[src/rtl/nonce_reporter_if.sv]
// Byte-stream link carrying framed nonce records out of the miner fabric.
// master drives data/valid, slave returns ready.
interface nonce_reporter_if;
    logic [7:0] out_data;
    logic       out_valid;
    logic       out_ready;

    modport master (
        output out_data,
        output out_valid,
        input  out_ready
    );

    modport slave (
        input  out_data,
        input  out_valid,
        output out_ready
    );
endinterface

[src/rtl/nonce_reporter.sv]
// Captures each newly found golden nonce into a small FIFO and drains it as
// 5-byte records (0xA5 header + nonce MSB first) on a valid/ready byte stream.
module nonce_reporter #(
    parameter int unsigned DEPTH = 4,
    localparam int unsigned AW   = $clog2(DEPTH)
) (
    input  logic                 clk,
    input  logic                 rst,
    input  logic [31:0]          golden_nonce,
    nonce_reporter_if.master     tx,
    output logic [15:0]          found_count,
    output logic [7:0]           drop_count,
    output logic [AW:0]          level
);

    localparam logic [AW:0] LevelFull = (AW + 1)'(DEPTH);
    localparam logic [7:0]  Header    = 8'hA5;

    typedef enum logic {StIdle, StSend} state_e;

    state_e       state_q, state_d;
    logic [31:0]  mem_q [DEPTH];
    logic [AW-1:0] wr_ptr_q, rd_ptr_q;
    logic [AW:0]  level_q;
    logic [31:0]  last_nonce_q;
    logic [31:0]  frame_q;
    logic [2:0]   idx_q;
    logic [15:0]  found_q;
    logic [7:0]   drop_q;

    logic detect, full, handshake, last_byte, pop, push, drop, load;

    assign detect    = !rst && (golden_nonce != 32'd0) && (golden_nonce != last_nonce_q);
    assign full      = (level_q == LevelFull);
    assign handshake = (state_q == StSend) && tx.out_ready;
    assign last_byte = (idx_q == 3'd4);
    assign pop       = handshake && last_byte;
    // A pop in the same cycle frees the slot, so a full FIFO can still accept.
    assign push      = detect && (!full || pop);
    assign drop      = detect && full && !pop;
    assign load      = (state_q == StIdle) && (level_q != '0);

    // FIFO storage; no reset needed since occupancy gates every read.
    always_ff @(posedge clk) begin
        if (push) begin
            mem_q[wr_ptr_q] <= golden_nonce;
        end
    end

    always_ff @(posedge clk) begin
        if (rst) begin
            wr_ptr_q     <= '0;
            rd_ptr_q     <= '0;
            level_q      <= '0;
            last_nonce_q <= 32'd0;
            found_q      <= 16'd0;
            drop_q       <= 8'd0;
        end else begin
            if (detect) begin
                last_nonce_q <= golden_nonce;
                found_q      <= found_q + 16'd1;
            end
            if (push) begin
                wr_ptr_q <= wr_ptr_q + AW'(1);
            end
            if (pop) begin
                rd_ptr_q <= rd_ptr_q + AW'(1);
            end
            level_q <= level_q + (AW + 1)'(push) - (AW + 1)'(pop);
            if (drop && (drop_q != 8'hFF)) begin
                drop_q <= drop_q + 8'd1;
            end
        end
    end

    // Frame register holds a copy of the head so the entry can be popped
    // (and its slot refilled) on the final handshake.
    always_ff @(posedge clk) begin
        if (rst) begin
            frame_q <= 32'd0;
            idx_q   <= 3'd0;
        end else if (load) begin
            frame_q <= mem_q[rd_ptr_q];
            idx_q   <= 3'd0;
        end else if (handshake && !last_byte) begin
            idx_q <= idx_q + 3'd1;
        end
    end

    always_ff @(posedge clk) begin
        if (rst) begin
            state_q <= StIdle;
        end else begin
            state_q <= state_d;
        end
    end

    always_comb begin
        state_d = state_q;
        unique case (state_q)
            StIdle: begin
                if (level_q != '0) begin
                    state_d = StSend;
                end
            end
            StSend: begin
                if (pop) begin
                    state_d = StIdle;
                end
            end
            default: state_d = StIdle;
        endcase
    end

    always_comb begin
        tx.out_valid = 1'b0;
        tx.out_data  = 8'h00;
        if (state_q == StSend) begin
            tx.out_valid = 1'b1;
            case (idx_q)
                3'd0:    tx.out_data = Header;
                3'd1:    tx.out_data = frame_q[31:24];
                3'd2:    tx.out_data = frame_q[23:16];
                3'd3:    tx.out_data = frame_q[15:8];
                3'd4:    tx.out_data = frame_q[7:0];
                default: tx.out_data = 8'h00;
            endcase
        end
    end

    assign found_count = found_q;
    assign drop_count  = drop_q;
    assign level       = level_q;

endmodule

[src/flat_wrapper.sv]
// flat-port wrapper written by rule: the top's interface ports become plain ports
module nonce_reporter_flat 
#(
    parameter int unsigned DEPTH = 4,
    localparam int unsigned AW   = $clog2(DEPTH)
)
  (clk, rst, golden_nonce, found_count, drop_count, level, tx_out_data, tx_out_valid, tx_out_ready);
  nonce_reporter_if tx_i ();
  input  logic clk;
  input  logic rst;
  input  logic [31:0] golden_nonce;
  output logic [15:0] found_count;
  output logic [7:0] drop_count;
  output logic [AW:0] level;
  output wire logic [$bits(tx_i.out_data)-1:0] tx_out_data;
  output wire logic [$bits(tx_i.out_valid)-1:0] tx_out_valid;
  input wire logic [$bits(tx_i.out_ready)-1:0] tx_out_ready;
  assign tx_out_data = tx_i.out_data;
  assign tx_out_valid = tx_i.out_valid;
  assign tx_i.out_ready = tx_out_ready;
  nonce_reporter #(.DEPTH(DEPTH)) u_core (.clk(clk), .rst(rst), .golden_nonce(golden_nonce), .tx(tx_i), .found_count(found_count), .drop_count(drop_count), .level(level));
endmodule
[config.mk]
export PLATFORM = sky130hd
export DESIGN_NAME = nonce_reporter_flat
export DESIGN_NICKNAME = d
export VERILOG_FILES = /design/src/rtl/nonce_reporter_if.sv /design/src/rtl/nonce_reporter.sv /design/src/flat_wrapper.sv
export SDC_FILE = /design/constraint.sdc
export NUM_CORES = 1
export LEC_CHECK = 0
export CORE_UTILIZATION = 50
export CTS_CLUSTER_SIZE = 40
export DETAILED_ROUTE_END_ITERATION = 10
export GPL_ROUTABILITY_DRIVEN = 1
export HOLD_SLACK_MARGIN = 0.1
export PLACE_DENSITY = 0.73
export SETUP_SLACK_MARGIN = 0.2
export SYNTH_ARGS = -nofsm -noshare
export SYNTH_HDL_FRONTEND = slang
export SYNTH_SLANG_ARGS = --single-unit
[constraint.sdc]
create_clock -name clk -period 2.25 [get_ports clk]
set_input_delay 0.225 -clock clk [delete_from_list [all_inputs] [get_ports clk]]
set_output_delay 0.225 -clock clk [all_outputs]
set_load 0.02 [all_outputs]
==> run summary, run 1 <==
The logs give 2.61 ns for the required time at the worst-slack endpoint and 18,200 um2 for the standard cell core area. The slowest stage of the critical path belongs to the cell sky130_fd_sc_hd__clkdlybuf4s50_1. The number of cell instances on the worst register-to-register path was 11; the number of buffers and inverters on the critical path was 3. After detailed placement, the total cell area comes to 11,000 um2. Sorting the synthesized cells by area gives the leading types as sky130_fd_sc_hd__edfxtp_1 (41%), sky130_fd_sc_hd__dfxtp_1 (21%), sky130_fd_sc_hd__mux4_2 (7.7%), sky130_fd_sc_hd__mux2i_1 (3.8%), sky130_fd_sc_hd__xnor2_1 (3.7%). The path class of the tightest hold or removal check is in -> reg. The worst setup path is launched from an input port. In this run the cell area of the synthesized design comes to 9420 um2.

The clock drives 227 sinks. The root buffer cell chosen for the clock tree is sky130_fd_sc_hd__clkbuf_16. Ranked by instance count, the synthesized netlist is headed by sky130_fd_sc_hd__edfxtp_1 (128), sky130_fd_sc_hd__dfxtp_1 (99), sky130_fd_sc_hd__nor2_1 (74). The later pin in the worst-skew pair is clocked with a latency of 0.52 ns. The run gives 0.310 as the clock network fraction of total power. The standard-cell row count was 49; the number of synthesized register bits was 227. The floorplan step defined a die boundary enclosing 19,400 um2.

Setup repair after global routing could not meet its margin everywhere. Met1 demand-to-capacity share in global routing: 0.334. The biggest area contributor in the post-synthesis netlist is sky130_fd_sc_hd__edfxtp_1. The DRC violation count after routing was 0. The clock passes through at most 3 buffers.

Each instance of the synthesized netlist takes up on average 13.1 um2. The run gives -0.198 ns as the final setup slack of the worst path. Routed via count: 6,890. The part of the power in combinational logic is 0.247, and the async set-or-reset flop fraction in the synthesized netlist is 0. The worst-case IR drop observed on VDD is 551 uV. The static leakage was 4.85 nW. The worst setup path is of the in -> reg kind.

After detailed routing, the number of vias per cell comes to 6.02. The number of warnings printed during yosys synthesis is 0, and the met3 track demand over resource is 0.0430. The fraction of layout cells with a size suffix above 1 was 0.327. Top flip-flop cell by instance count after synthesis: sky130_fd_sc_hd__edfxtp_1. For this run, the detailed router's first-pass iteration total came to 7. On the critical path the largest part of the delay comes from buffers and inverters. Fill cells in the final layout number 1,051. STA classifies the critical path endpoint as a flop. The maximum number of pins on one net before global-route repair came out at 55. The first global-routing pass estimated 39,900 um of wire.

Met2 global-route usage: 0.468. In this run, synthesis inferred 128 flip-flops with an integrated enable. The count of final max-slew check failures was 0; the number of endpoints with negative hold slack in the final report was 0. The busiest metal layer after global routing is met2.

TritonCTS built the clock tree. The tools report the count of max-cap constraint violations as 0. The worst register-to-register path ends at u_core.level[2]. The setup check on the worst reg-to-reg path leaves a slack of -0.16 ns.

The total power density per cell area was 931 nW/um2; the sequential-to-total area share from yosys stat was 0.619. During placement, the flow inserted port buffers numbering 70. The area of all placed cells without fillers was 13,000 um2; the proportion of netlist area held by the largest area contributor was 0.408. The run finished, with violations left. Of all nets on the critical path, the largest fanout is 3. Synthesis instantiated 50 different standard cells from the library. The area of the multi-input gates was 3780 um2; the mean routed wirelength per cell was 24.0 um.

Data arrives at the worst endpoint at 2.81 ns. The tools report the portion of total power attributed to sequential cells as 0.443. Relative to the synthesized area, the layout overhead comes to 37.8%. The worst register-to-register path begins at u_core.last_nonce_q[29].

The analysis attributes to net switching a power of 0.00344 W. The repair_antennas step left the layout with diodes totalling 0. The tools report the starting density of the core as 0.517. The tools report the worst-case headroom to the max-slew limit as 0.556. After clock tree synthesis, the clock-pin slew on the worst setup and hold paths is 0.06 ns. The routed wire length was 27,400 um. The congestion estimate from routability-driven global placement came to 0.839. The die boundary height came out at 139 um.

In the post-synthesis netlist, the cell with the most instances is sky130_fd_sc_hd__edfxtp_1. The final reports fail on setup timing. The detail route stage leaves a number of antenna-violating nets equal to 0. After the first detailed-routing iteration, the DRC count stood at 570.

The count of H-tree levels built during CTS is 1. Counting I/O delays and the setup requirement, the final critical path takes 2.45 ns. The total number of nets in the final design was 948; the via count of the first global-routing pass was 6,985.

The run gives 0.272 as the global routing usage summed across all routing layers. For this run, the top clock speed supported by timing is 409 MHz. The most critical setup path has its endpoint at u_core.level[2]. On the final layout, the worst clock skew is 0.0237 ns. The tools report the final setup violation count as 115. The run gives 765 as the net count after synthesis. The initial antenna violation count came out at 0. Traced cell by cell, the critical path runs through clkdlybuf4s50_1, xnor2_2, nand4_1, nor4_4, buf_4, a21oi_4, and2_4, ha_4, inv_2, fa_2, xor2_2, xnor2_1, nor2_1. Synthesis produced a netlist whose cell count is 716. The period utilization is 1.09.

Tracing the worst setup path back leads to its startpoint at golden_nonce[31]. During I/O placement, the number of pins put on the boundary was 71. Setup total negative slack on the finished layout was measured at -6.51 ns. Registers take 5840 um2. Measured along the x axis, the die boundary spans 139 um. The switching share of power is 0.285.

Internal power comes to 0.00864 W. The tools report the HPWL reported at the end of detailed placement as 14,700 um. The delay contributed by the slowest stage of the critical path is 0.57 ns.

At the pin with the least slew margin, the transition time is 0.659 ns. Counting buffers and inverters, the worst setup path is 13 cells deep. For this run the aggregate overflow at the end of global routing stands at 0.

TritonCTS created 22 clock buffers.
==> cell type report <==
cell class | instances | share of cell area
clock buffer | 34 | 0.0494
sequential | 227 | 0.450
inverter | 15 | 0.00434
clock inverter | 6 | 0.00607
timing repair buffer | 200 | 0.176
multi-input combinational | 433 | 0.291
tap | 229 | 0.0221
==> placed cells by master, fill, tap and decap left out, types with 6 or more instances in the layout <==
cell type / n
sky130_fd_sc_hd__nor2_1: 70
sky130_fd_sc_hd__dfxtp_2: 15
sky130_fd_sc_hd__clkbuf_1: 8
sky130_fd_sc_hd__xnor2_1: 30
sky130_fd_sc_hd__a222oi_1: 8
sky130_fd_sc_hd__clkbuf_16: 24
sky130_fd_sc_hd__buf_4: 84
sky130_fd_sc_hd__xnor2_2: 10
sky130_fd_sc_hd__nand2b_1: 7
sky130_fd_sc_hd__a21oi_1: 41
sky130_fd_sc_hd__ha_1: 7
sky130_fd_sc_hd__a31o_2: 6
sky130_fd_sc_hd__mux2i_1: 27
sky130_fd_sc_hd__buf_12: 13
sky130_fd_sc_hd__nand2_1: 69
sky130_fd_sc_hd__and3_1: 7
sky130_fd_sc_hd__clkdlybuf4s50_1: 59
sky130_fd_sc_hd__ha_4: 6
sky130_fd_sc_hd__inv_1: 12
sky130_fd_sc_hd__buf_6: 19
sky130_fd_sc_hd__edfxtp_1: 128
sky130_fd_sc_hd__mux4_2: 32
sky130_fd_sc_hd__buf_16: 18
sky130_fd_sc_hd__dfxtp_1: 84
sky130_fd_sc_hd__nand4_1: 17
==> power groups by stage <==
stage	Combinational [W]	Sequential [W]	Clock, W
finish	0.00299	0.00535	0.00375
global route	0.00318	0.00540	0.00392
CTS	0.00281	0.00531	0.00372
detailed placement	0.00224	0.00539	0
global placement	0.00219	0.00535	0
floorplan	0.00128	0.00534	0
==> repair_timing <==
item / 4_1_cts / 5_1_grt
cloned: 17 / 1
resized for setup: 123 / 50
hold buffers: 1 / 0
setup endpoints to repair: 195 / 196
endpoints found under the hold margin: 3 / 0
pin swaps: 38 / 21
buffers inserted: 21 / 8
==> logic make-up (layout without fill, tap and decap cells) <==
kind of cell | count (synthesis) | count (layout) | synth area share
muxes | 73 | 73 | 0.121
xor gates and xnor gates | 42 | 42 | 0.0391
and+or+nand+nor | 217 | 217 | 0.110
adders and majority gates | 14 | 14 | 0.0194
DFF | 227 | 227 | 0.619
AOI/OAI and AO/OA | 87 | 87 | 0.0654
buffers and inverters | 56 | 255 | 0.0260
==> flip-flops by register name, indices dropped and copies added, names as in the netlist <==
| name | count |
|---|---|
| u_core.drop_count | 8 |
| u_core.found_count | 16 |
| u_core.frame_q | 32 |
| u_core.idx_q | 3 |
| u_core.last_nonce_q | 32 |
| u_core.level | 3 |
| u_core.mem_q | 128 |
| u_core.rd_ptr_q | 2 |
| u_core.state_q | 1 |
| u_core.wr_ptr_q | 2 |
==> worst min-delay path, cell delays in order <==
cell	delay (ns)
sky130_fd_sc_hd__dlygate4sd2_1	0.32
sky130_fd_sc_hd__mux2i_1	0.16
sky130_fd_sc_hd__nor2_1	0.05
==> metrics by stage <==
stage	setup WS, ns	total power, W	cells	hold WS [ns]	utilization
after floorplan	-0.110	0.00663	716	0.324	-
after global placement	-0.662	0.00753	1056	0.445	0.602
after detailed placement	-0.622	0.00763	1056	0.452	0.602
after CTS	-0.0425	0.0118	1135	0.299	0.696
after global routing	-0.251	0.0125	1144	0.298	0.713
final	-0.198	0.0121	1144	0.305	0.713
==> worst min-delay path by stage <==
stage,end,slack [ns],start,cells past startpoint
global route,u_core.last_nonce_q[9],0.30,golden_nonce[9],3
finish,u_core.last_nonce_q[9],0.31,golden_nonce[9],3
detailed placement,u_core.frame_q[28],0.45,u_core.frame_q[28],2
CTS,u_core.last_nonce_q[9],0.30,golden_nonce[9],3
floorplan,u_core.mem_q[0][0],0.32,golden_nonce[0],0
global placement,u_core.frame_q[22],0.44,u_core.frame_q[22],2
==> per-layer routing <==
layer / vias to the layer above / part of all wire
met3: 69 / 0.068
met4: 0 / 0.037
li1: 3013 / -
met2: 345 / 0.51
met1: 3463 / 0.38
met5: - / 0
Note: power is estimated with default switching activity, not from simulation.
==> run 2: changes to the inputs <==
- CAP_MARGIN: unset -> 20
==> results of run 2 <==
Final layout, timing and power as in run 1 (identical DEF).
